--- src/rtl/dcfifo_read_adapter_pkg.sv ---
// rtl/dcfifo_read_adapter_pkg.sv - shared constants and width helpers for the dcfifo read adapter
package dcfifo_read_adapter_pkg;

  localparam int STAT_W    = 32;
  localparam int DEPTH_MIN = 2;
  localparam int DEPTH_MAX = 16;

  function automatic int level_w(input int depth);
    return $clog2(depth + 1);
  endfunction

endpackage

--- src/rtl/dcfifo_read_adapter_if.sv ---
// rtl/dcfifo_read_adapter_if.sv - FIFO read port plus valid/ready output stream bundle
interface dcfifo_read_adapter_if #(
  parameter int WIDTH = 8
);

  logic             fifo_rdempty;
  logic [WIDTH-1:0] fifo_q;
  logic             fifo_rdreq;
  logic             out_valid;
  logic [WIDTH-1:0] out_data;
  logic             out_ready;

  modport master (
    input  fifo_rdempty, fifo_q, out_ready,
    output fifo_rdreq, out_valid, out_data
  );

  modport slave (
    output fifo_rdempty, fifo_q, out_ready,
    input  fifo_rdreq, out_valid, out_data
  );

endinterface

--- src/rtl/dcfifo_read_adapter_buf.sv ---
// rtl/dcfifo_read_adapter_buf.sv - circular word store with head/tail pointers wrapping modulo DEPTH
module dcfifo_read_adapter_buf
  import dcfifo_read_adapter_pkg::*;
#(
  parameter int WIDTH = 8,
  parameter int DEPTH = 4
) (
  input  logic             clk_i,
  input  logic             reset_i,
  input  logic             wr_en_i,
  input  logic [WIDTH-1:0] wr_data_i,
  input  logic             rd_en_i,
  output logic [WIDTH-1:0] rd_data_o
);

  localparam int PW = $clog2(DEPTH);

  logic [WIDTH-1:0] mem_q [DEPTH];
  logic [PW-1:0]    head_q, head_d;
  logic [PW-1:0]    tail_q, tail_d;

  // Explicit wrap so non-power-of-two depths never index past DEPTH-1.
  function automatic logic [PW-1:0] next_ptr(input logic [PW-1:0] p);
    return (p == PW'(DEPTH - 1)) ? '0 : p + PW'(1);
  endfunction

  always_comb begin
    head_d = head_q;
    tail_d = tail_q;
    if (rd_en_i) head_d = next_ptr(head_q);
    if (wr_en_i) tail_d = next_ptr(tail_q);
  end

  always_ff @(posedge clk_i) begin
    if (reset_i) begin
      head_q <= '0;
      tail_q <= '0;
    end else begin
      head_q <= head_d;
      tail_q <= tail_d;
    end
  end

  always_ff @(posedge clk_i) begin
    if (wr_en_i) mem_q[tail_q] <= wr_data_i;
  end

  assign rd_data_o = mem_q[head_q];

endmodule

--- src/rtl/dcfifo_read_adapter.sv ---
// rtl/dcfifo_read_adapter.sv - non-showahead dcfifo read port to valid/ready stream; DCFIFO_READ_ADAPTER_STATS_EN adds stat counters
module dcfifo_read_adapter
  import dcfifo_read_adapter_pkg::*;
#(
  parameter int WIDTH = 8,
  parameter int DEPTH = 4
) (
  input  logic                      clk,
  input  logic                      reset,
  dcfifo_read_adapter_if.master     bus,
  output logic [level_w(DEPTH)-1:0] level
`ifdef DCFIFO_READ_ADAPTER_STATS_EN
  ,
  output logic [STAT_W-1:0]         stat_words,
  output logic [STAT_W-1:0]         stat_stall
`endif
);

  localparam int LW = level_w(DEPTH);

  if (DEPTH < DEPTH_MIN || DEPTH > DEPTH_MAX) begin : g_depth_check
    $error("dcfifo_read_adapter: DEPTH out of range");
  end

  logic [LW-1:0] count_q, count_d;
  logic          inflight_q, inflight_d;
  logic [LW:0]   credit_used;
  logic          push;
  logic          pop;

  // A slot is reserved for the in-flight word, so back-pressure can never overflow the store.
  assign credit_used    = {1'b0, count_q} + {{LW{1'b0}}, inflight_q};
  assign bus.fifo_rdreq = ~reset & ~bus.fifo_rdempty & (credit_used < (LW+1)'(DEPTH));

  assign push          = inflight_q;
  assign pop           = bus.out_valid & bus.out_ready;
  assign bus.out_valid = (count_q != '0);
  assign level         = count_q;
  assign inflight_d    = bus.fifo_rdreq;

  always_comb begin
    count_d = count_q;
    if (push & ~pop)      count_d = count_q + LW'(1);
    else if (pop & ~push) count_d = count_q - LW'(1);
  end

  always_ff @(posedge clk) begin
    if (reset) begin
      count_q    <= '0;
      inflight_q <= 1'b0;
    end else begin
      count_q    <= count_d;
      inflight_q <= inflight_d;
    end
  end

  dcfifo_read_adapter_buf #(
    .WIDTH (WIDTH),
    .DEPTH (DEPTH)
  ) u_buf (
    .clk_i     (clk),
    .reset_i   (reset),
    .wr_en_i   (push),
    .wr_data_i (bus.fifo_q),
    .rd_en_i   (pop),
    .rd_data_o (bus.out_data)
  );

`ifdef DCFIFO_READ_ADAPTER_STATS_EN
  logic [STAT_W-1:0] words_q, words_d;
  logic [STAT_W-1:0] stall_q, stall_d;

  always_comb begin
    words_d = words_q;
    stall_d = stall_q;
    if (pop && words_q != '1) words_d = words_q + STAT_W'(1);
    if (bus.out_valid && !bus.out_ready && stall_q != '1) stall_d = stall_q + STAT_W'(1);
  end

  always_ff @(posedge clk) begin
    if (reset) begin
      words_q <= '0;
      stall_q <= '0;
    end else begin
      words_q <= words_d;
      stall_q <= stall_d;
    end
  end

  assign stat_words = words_q;
  assign stat_stall = stall_q;
`endif

endmodule

--- src/flat_wrapper.sv ---
// flat-port wrapper written by rule: the top's interface ports become plain ports
module dcfifo_read_adapter_flat import dcfifo_read_adapter_pkg::*;
#(
  parameter int WIDTH = 8,
  parameter int DEPTH = 4
)
  (clk, reset, level, bus_fifo_rdempty, bus_fifo_q, bus_out_ready, bus_fifo_rdreq, bus_out_valid, bus_out_data);
  dcfifo_read_adapter_if #(.WIDTH(WIDTH)) bus_i ();
  input  logic clk;
  input  logic reset;
  output logic [level_w(DEPTH)-1:0] level;
  input wire logic [$bits(bus_i.fifo_rdempty)-1:0] bus_fifo_rdempty;
  input wire logic [$bits(bus_i.fifo_q)-1:0] bus_fifo_q;
  input wire logic [$bits(bus_i.out_ready)-1:0] bus_out_ready;
  output wire logic [$bits(bus_i.fifo_rdreq)-1:0] bus_fifo_rdreq;
  output wire logic [$bits(bus_i.out_valid)-1:0] bus_out_valid;
  output wire logic [$bits(bus_i.out_data)-1:0] bus_out_data;
  assign bus_i.fifo_rdempty = bus_fifo_rdempty;
  assign bus_i.fifo_q = bus_fifo_q;
  assign bus_i.out_ready = bus_out_ready;
  assign bus_fifo_rdreq = bus_i.fifo_rdreq;
  assign bus_out_valid = bus_i.out_valid;
  assign bus_out_data = bus_i.out_data;
  dcfifo_read_adapter #(.WIDTH(WIDTH), .DEPTH(DEPTH)) u_core (.clk(clk), .reset(reset), .bus(bus_i), .level(level));
endmodule
--- config.mk ---
export PLATFORM = sky130hd
export DESIGN_NAME = dcfifo_read_adapter_flat
export DESIGN_NICKNAME = d
export VERILOG_FILES = /design/src/rtl/dcfifo_read_adapter_pkg.sv /design/src/rtl/dcfifo_read_adapter_if.sv /design/src/rtl/dcfifo_read_adapter_buf.sv /design/src/rtl/dcfifo_read_adapter.sv /design/src/flat_wrapper.sv
export SDC_FILE = /design/constraint.sdc
export NUM_CORES = 1
export LEC_CHECK = 0
export CAP_MARGIN = 10
export CORE_MARGIN = 2
export CORE_UTILIZATION = 52
export CTS_CLUSTER_DIAMETER = 50
export DETAILED_ROUTE_END_ITERATION = 6
export GPL_TIMING_DRIVEN = 0
export MAX_ROUTING_LAYER = met4
export PLACE_DENSITY = 0.82
export SLEW_MARGIN = 20
export SYNTH_ARGS = -nofsm -noshare
export SYNTH_HDL_FRONTEND = slang
export SYNTH_SLANG_ARGS = --single-unit
--- constraint.sdc ---
create_clock -name clk -period 2.13 [get_ports clk]
set_input_delay 0.5325 -clock clk [delete_from_list [all_inputs] [get_ports clk]]
set_output_delay 0.5325 -clock clk [all_outputs]
set_load 0.05 [all_outputs]
==> results of run 1 <==
[worst register-to-register path, stage by stage, from the launching register on]
cell and delay [ps]:
dfxtp_2 400, o31ai_4 270, ha_1 220, inv_1 60, fa_1 370, xor2_1 160, or3_1 310, a21oi_1 140
[state kept, by name, summed over array words and instances (netlist names), named ones only]
| register | flops |
|---|---|
| u_core.u_buf.head_q | 2 |
| u_core.u_buf.tail_q | 2 |
| u_core.inflight_q | 1 |
| u_core.level | 3 |
| u_core.u_buf.mem_q | 32 |
[where the power goes]
| group | internal, mW | total, mW | switching [mW] |
|---|---|---|---|
| Clock | 0.123 | 0.354 | 0.231 |
| Sequential | 0.965 | 1.07 | 0.106 |
| Combinational | 0.377 | 0.949 | 0.572 |
[cell usage in the layout (no fill, tap or decap), drive strengths merged]
master / instances
dlymetal6s2s: 1
nand2: 1
ha: 6
nor2: 6
and2: 4
dlygate4sd2: 3
o21ai: 1
o31ai: 1
a31oi: 2
mux4: 8
inv: 3
xor2: 2
a21oi: 2
fa: 1
buf: 12
clkbuf: 7
clkinv: 2
or3: 4
dfxtp: 10
clkinvlp: 1
edfxtp: 32
mux2i: 4
clkdlybuf4s50: 9
[final cells by class]
cell class	count	area (um2)
fillers	205	1000
well taps	44	55.1
plain buffers	3	22.5
flip-flops and latches	42	1160
inverters	3	11.3
clock inverters	3	16.3
clock buffers	5	37.5
multi-input cells	42	483
repair buffers	24	235
[metal layers]
| layer | part of all wire | routed length (um) | vias to the layer above | global-route usage |
|---|---|---|---|---|
| met3 | 0.046 | 116 | 7 | 0.0384 |
| li1 | - | - | 405 | - |
| met4 | 0.018 | 46 | 0 | 0.0762 |
| met5 | 0 | 0 | - | - |
| met2 | 0.54 | 1360 | 26 | 0.298 |
| met1 | 0.40 | 998 | 422 | 0.184 |
[what timing repair did]
| item | 4_1_cts | 5_1_grt |
|---|---|---|
| gates resized for setup | 59 | 24 |
| pin swaps | 0 | 2 |
| endpoints found under the setup margin | 13 | 11 |
| buffers inserted | 0 | 1 |
[cell families after synthesis]
group | Yosys count
AOI/OAI and AO/OA | 6
xor gates and xnor gates | 2
adders and majority gates | 7
buffers and inverters | 7
muxes | 12
and+or+nand+nor | 15
DFF | 42
[worst min path at each step]
stage | startpoint | end | slack (ps) | cells past startpoint
after CTS | u_core.u_buf.head_q[0] | u_core.u_buf.head_q[0] | 510 | 2
after global routing | bus_fifo_rdempty | u_core.inflight_q | 510 | 3
final | u_core.u_buf.head_q[0] | flip-flop | 500 | 2
after floorplan | u_core.u_buf.head_q[0] | flip-flop | 470 | 2
after global placement | u_core.u_buf.head_q[0] | flip-flop | 480 | 2
after detailed placement | u_core.u_buf.head_q[0] | u_core.u_buf.head_q[0] | 490 | 2
[per-stage QoR]
step                TNS [ps]  hold slack [ps]
floorplan                  0              469
global placement       -2740              477
detailed placement     -2840              491
CTS                    -62.2              507
global route               0              509
finish                     0              497
==> results.cfg, run 1 <==
[status]
status = finished clean

[timing]
final.period_utilization = 0.964
slew_violations = 0
relSlewSlack = 0.668
layout_min_cycle_time_ps = 2050
rsz0062_at_grt = false
worst_clock_skew_ps = 5.97
fmax_mhz = 487
setup_slack_ps = 76.4
setup_viol_count_final = 0
max_slew.worst_pin.slew_ps = 500
hold_viol_final = 0

[routing]
ant_nets = 0
totalWireLength_mm = 2.53
num_vias = 860
vias_per_cell = 5.18
wire_per_inst_um = 15.2
drc = 0
first_iter_violations = 28
firstDrtPassIters = 4

[logic_synthesis]
synthesis.nets = 110
synthAdderAreaFrac = 0.0576
synth_flop_cell = edfxtp_1
seq_area_frac_synth = 0.703
ys_ff_latch = 42
post-synth-top-count-cell = edfxtp_1
syn_inst = 91
synth_xor_area_frac = 0.0106
synth.top_cell.area_share = 0.582
synth-edff-count = 32
synth_top_family_by_area = multiplexers
yosysWarnings = 0
yosys.area.top_type = edfxtp_1
ys_top_cells_by_count = 32 x edfxtp_1, 10 x dfxtp_1, 8 x mux4_2, 6 x ha_1, 6 x nor2_1
synth_compound_area_frac = 0.0318
avgSynthCellArea_um2 = 18.1
netlist_area_um2 = 1650
synthArstFlopShare = 0
synth_mux_area_frac = 0.133
synthSimpleGateAreaFrac = 0.0470
synth_area_leaders = edfxtp_1 58%, dfxtp_1 12%, mux4_2 11%
synth_cell_type_count = 20

[grt]
grt_pass1_vias = 907
grt_pass1_wl_mm = 4.13
grtUsageTotal = 0.170
grt_overflow = 0
antenna_found_initial = 0
grt_max_degree = 14

[layout]
finalNonFillerCells = 166
fin_area_um2 = 2030
utilization = 0.669
drive_above_1_share = 0.287
fin_nets = 140
syn2layout_area_growth_pct = 22.7
diodes = 0

[setup_path]
path_class = flip-flop to output port
cp.depth = 3
r2r_end = u_core.level[2]
cp_slowest_stage_delay_ps = 500
worstPathMaxFanout = 8
r2r_slack_ps = 160
crit_path_end_kind = output port
start_kind = flip-flop
cp-endpoint = bus_out_data[1]
cp.required_ps = 1600
r2r-start = u_core.level[1]
reg2reg_depth = 7
critPathSlowestCell = mux4_2
cp_top_family = multiplexers
critPathArrivalTime_ps = 1520
path_buf_inv = 2
path_cells = buf_8 -> mux4_2 -> buf_4

[clock_network]
cts_hold_buffers = 0
cts.sinks = 42
cts_buffers = 5
clk_pin_slew_ps = 110
clk_path_buf_depth = 2
htree_levels = 2
root_buffer = clkbuf_4
cts_tree = built
insertion_delay_ps = 330

[floorplan]
pin_count = 25
start_util = 0.545
core_area_um2 = 3030
dieArea_um2 = 3640
die_y_um = 60.4
fp-row-count = 20
die_width_um = 60.4

[placed_design]
portBuffers = 23
gp_congestion = 0.674
dpl_cell_area_um2 = 1940
dpl.hpwl_mm = 1.83
dp_slack_ps = -675
dp.cells = 158

[power]
p_total_mw = 2.37
p_leak_nw = 0.724
powerDensity_nw_per_um2 = 1170
vdd_ir_drop_max_mv = 1.08

[hold_path]
holdCritPathClass = flip-flop to flip-flop

[job]
maxCapViolations = 0
(Power assumes the default switching activity.)
==> run 2: changes to the inputs <==
CORE_MARGIN = default   (was 2)
==> run 2 against run 1 <==
- die area shrank 6.5%
- clock power grew 2%
- first-iteration DRC count is the same
- critical path depth grew 5
- clock skew grew 7.8 ps
- non-clock buffer count shrank 1
- maximum frequency shrank 1.4%
- sequential share of layout area grew 0.69 points
- global-route usage grew 1.9 points
- cell count shrank 0.60%
- critical endpoint is now u_core.level[2]
- largest power group unchanged
- highest routed layer unchanged
==> results.cfg, run 2 (synthesis results as in run 1) <==
[status]
status = finished clean

[clock_network]
cts.sinks = 42
clk_pin_slew_ps = 110
root_buffer = clkbuf_4
htree_levels = 2
cts_tree = built
cts_hold_buffers = 0
cts_buffers = 5
insertion_delay_ps = 340
clk_path_buf_depth = 2

[routing]
wire_per_inst_um = 16.4
first_iter_violations = 28
drc = 0
vias_per_cell = 5.25
ant_nets = 0
firstDrtPassIters = 4
totalWireLength_mm = 2.70
num_vias = 866

[timing]
hold_viol_final = 0
final.period_utilization = 0.977
fmax_mhz = 480
slew_violations = 0
whs_ps = 506
relSlewSlack = 0.669
setup_viol_count_final = 0
max_slew.worst_pin.slew_ps = 499
setup_slack_ps = 48.0
rsz0062_at_grt = true
worst_clock_skew_ps = 13.8
layout_min_cycle_time_ps = 2080

[layout]
fin_nets = 139
diodes = 0
finalNonFillerCells = 165
layout_commonest_cell = edfxtp_1
fillers = 226
final_cell_mix = 32 x edfxtp_1, 9 x clkdlybuf4s50_1, 8 x mux4_2, 8 x dfxtp_1, 6 x nor2_1
largest_reg_flops = 32
top_register = u_core.u_buf.mem_q
syn2layout_area_growth_pct = 21.1
drive_above_1_share = 0.264
utilization = 0.660

[setup_path]
r2r-start = u_core.level[0]
start_kind = input port
critPathArrivalTime_ps = 2350
worstPathMaxFanout = 4
crit_start = bus_out_ready
crit_path_end_kind = flip-flop
cp.required_ps = 2400
path_class = input port to flip-flop

[floorplan]
start_util = 0.545
die_y_um = 58.4
dieArea_um2 = 3410
fp-row-count = 20
core_area_um2 = 3030
pin_count = 25
die_width_um = 58.4

[placed_design]
dp.cells = 158
portBuffers = 23
gp_congestion = 0.701
dp_slack_ps = -689
dpl.hpwl_mm = 1.85

[hold_path]
holdCritPathClass = input port to flip-flop
hold_start = bus_fifo_rdempty

[grt]
grt_overflow = 0
grt_pass1_wl_mm = 4.20
antenna_found_initial = 0
grt_max_degree = 13
grt_pass1_vias = 885
grtUsageTotal = 0.189

[power]
powerDensity_nw_per_um2 = 1180
p_leak_nw = 0.711
vdd_ir_drop_max_mv = 0.869
p_total_mw = 2.35

[job]
maxCapViolations = 0
[run 2: cell types whose count changed in the layout (fill, tap and decap cells not counted)]
| cell | before | now |
|---|---|---|
| clkinvlp_4 | 1 | 0 |
| buf_4 | 3 | 5 |
| dfxtp_2 | 3 | 2 |
| buf_6 | 7 | 1 |
| clkinv_1 | 1 | 0 |
| ha_1 | 6 | 5 |
| clkbuf_1 | 2 | 5 |
| clkinv_2 | 1 | 0 |
| dfxtp_1 | 7 | 8 |
| ha_2 | 0 | 1 |
| buf_12 | 0 | 1 |
| buf_2 | 1 | 3 |
[run 2: power by group]
part,total (mW),switching [mW],internal (mW),leakage (nW)
Clock,0.360,0.228,0.132,0.0265
Combinational,0.923,0.568,0.356,0.311
Sequential,1.07,0.107,0.963,0.373
Total,2.35,0.903,1.45,0.711
[run 2: critical path, cell delays in order]
cell             delay (ps)
clkdlybuf4s50_1         440
o31ai_4                 100
ha_2                    260
inv_1                    50
fa_1                    370
xor2_1                  160
or3_1                   310
a21oi_1                 140
[run 2: final timing paths]
path | end | slack (ps) | depth (start not counted)
worst max register to register | u_core.level[2] | 50 | 7
worst min-delay path | u_core.inflight_q | 510 | 3
worst min register to register | flip-flop | 520 | 2
worst max-delay path | u_core.level[2] | 50 | 8
[run 2: timing repair]
item / 4_1_cts / 5_1_grt
pin swaps: 0 / 1
hold endpoints to repair: 0 / 0
setup buffers: 0 / 0
setup endpoints to repair: 13 / 11
resized for setup: 62 / 11
[run 2: per-stage QoR]
stage | TNS, ps | cell area (um2)
final | 0 | 2000
after global routing | -87.0 | 2000
after CTS | -61.3 | 1980
after detailed placement | -2890 | 1940
after global placement | -2740 | 1940
after floorplan | 0 | 1660
[run 2: per-layer routing]
metal	GRT usage	up-vias	routed length, um
li1	-	406	-
met1	0.200	433	1060
met2	0.323	25	1490
met3	0.0747	2	128
met4	0.0612	0	22
met5	-	-	0
[run 2: area by class of cell]
cell class	count	area, um2	share of cell area
plain buffers	3	27.5	0.0138
clock buffers	8	48.8	0.0244
inverters	3	11.3	0.00563
multi-input cells	42	485	0.243
flip-flops and latches	42	1160	0.582
well taps	44	55.1	0.0275
repair buffers	23	208	0.104
==> run 3: changes to the inputs <==
SETUP_SLACK_MARGIN = 0.1   (was default)
clock period = 2.3 ns   (was 2.13 ns; I/O delays follow)
==> run 3 against run 2 <==
- die area did not move
- worst hold slack improved by 8.2 ps
- routed wire length fell by 5.6%
- count of clock-buffer cells in the layout did not move
- clock skew fell by 7.2 ps
- final area rose by 1.1%
==> results.cfg, run 3 (synthesis results as in run 1) <==
[status]
status = finished clean

[routing]
num_vias = 870
drc = 0
firstDrtPassIters = 2
vias_per_cell = 5.24
totalWireLength_mm = 2.55
ant_nets = 0
wire_per_inst_um = 15.3
first_iter_violations = 24

[power]
powerDensity_nw_per_um2 = 1080
vdd_ir_drop_max_mv = 0.881
p_leak_nw = 0.723

[timing]
fmax_mhz = 460
slew_violations = 0
layout_min_cycle_time_ps = 2180
final.setup.tns_ps = 0
hold_viol_final = 0
relSlewSlack = 0.667
rsz0062_at_grt = true
setup_viol_count_final = 0
whs_ps = 514
worst_clock_skew_ps = 6.53
max_slew.worst_pin.slew_ps = 502
final.period_utilization = 0.946

[setup_path]
crit_path_end_kind = flip-flop
cp.required_ps = 2570
reg2reg_depth = 7
worstPathMaxFanout = 7
path_class = flip-flop to flip-flop
start_kind = flip-flop
path_buf_inv = 1
critPathSlowestCell = dfxtp_1
cp_top_family = adder cells
cp_slowest_stage_delay_ps = 440
cp.depth = 7
path_cells = o31ai_4 -> ha_1 -> inv_1 -> fa_1 -> xor2_1 -> or3_1 -> a21oi_1
critPathArrivalTime_ps = 2450

[clock_network]
clk_path_buf_depth = 2
insertion_delay_ps = 340
cts_hold_buffers = 0
htree_levels = 2
root_buffer = clkbuf_4
cts_buffers = 5
clk_pin_slew_ps = 110
cts.sinks = 42
cts_tree = built

[grt]
grt_max_degree = 13
grt_pass1_vias = 875
antenna_found_initial = 0
grt_pass1_wl_mm = 4.02
grtUsageTotal = 0.181
grt_overflow = 0

[job]
maxCapViolations = 0

[layout]
finalNonFillerCells = 166
fin_nets = 140
drive_above_1_share = 0.246
top_register = u_core.u_buf.mem_q
final_cell_mix = 32 x edfxtp_1, 10 x buf_6, 10 x dfxtp_1, 9 x clkdlybuf4s50_1, 8 x mux4_2
largest_reg_flops = 32
layout_commonest_cell = edfxtp_1
syn2layout_area_growth_pct = 22.3
diodes = 0

[floorplan]
core_area_um2 = 3030
pin_count = 25
dieArea_um2 = 3410
fp-row-count = 20
die_width_um = 58.4
die_y_um = 58.4
start_util = 0.545

[hold_path]
holdCritPathClass = flip-flop to flip-flop
whs_path_depth = 2

[placed_design]
portBuffers = 23
gp_congestion = 0.717
dp.cells = 158
dpl.hpwl_mm = 1.74
==> run 3: path summary, 6_finish.rpt <==
| check | from | endpoint | slack (ps) |
|---|---|---|---|
| min reg2reg | u_core.u_buf.head_q[0] | flip-flop | 510 |
| max reg2reg | u_core.level[1] | u_core.level[2] | 120 |
| max | u_core.level[1] | u_core.level[2] | 120 |
| min | u_core.u_buf.head_q[0] | flip-flop | 510 |
==> run 3: area by class of cell <==
class | instances | area [um2]
Timing Repair Buffer | 24 | 243
Sequential cell | 42 | 1160
Buffer | 3 | 18.8
Inverter | 3 | 11.3
Clock buffer | 8 | 48.8
Multi-Input combinational cell | 42 | 483
Fill cell | 214 | 1010
Tap cell | 44 | 55.1
==> run 3: timing repair <==
action	CTS	global route
pin swaps	0	2
gates resized for setup	59	25
setup endpoints to repair	13	10
buffers inserted	0	1
==> run 3: metal layers <==
metal  GRT usage  wire length [um]
met1       0.179               986
met2       0.289              1340
met3      0.0725               163
met4       0.126                62
met5           -                 0
==> run 3: through the flow <==
step	util	total power, mW	worst slack (ps)	cell area, um2
2_1_floorplan	-	1.61	106	1660
3_3_place_gp	0.642	1.84	-572	1940
3_5_place_dp	0.642	1.87	-596	1940
4_1_cts	0.648	2.14	21.4	1960
5_1_grt	0.667	2.28	0.258	2020
6_report	0.667	2.19	125	2020
==> run 3: report_power, final <==
group	switching [mW]	internal [mW]
Sequential	0.0959	0.888
Combinational	0.533	0.344
Clock	0.206	0.122
==> run 3: worst reg2reg max path, delay by kind of cell, from the launching register on <==
family                     cells  cell delay [ps]
adders and majority gates      2              620
AOI/OAI and AO/OA              2              510
DFF                            1              440
and+or+nand+nor                1              320
xor gates and xnor gates       1              170
buffers and inverters          1               60
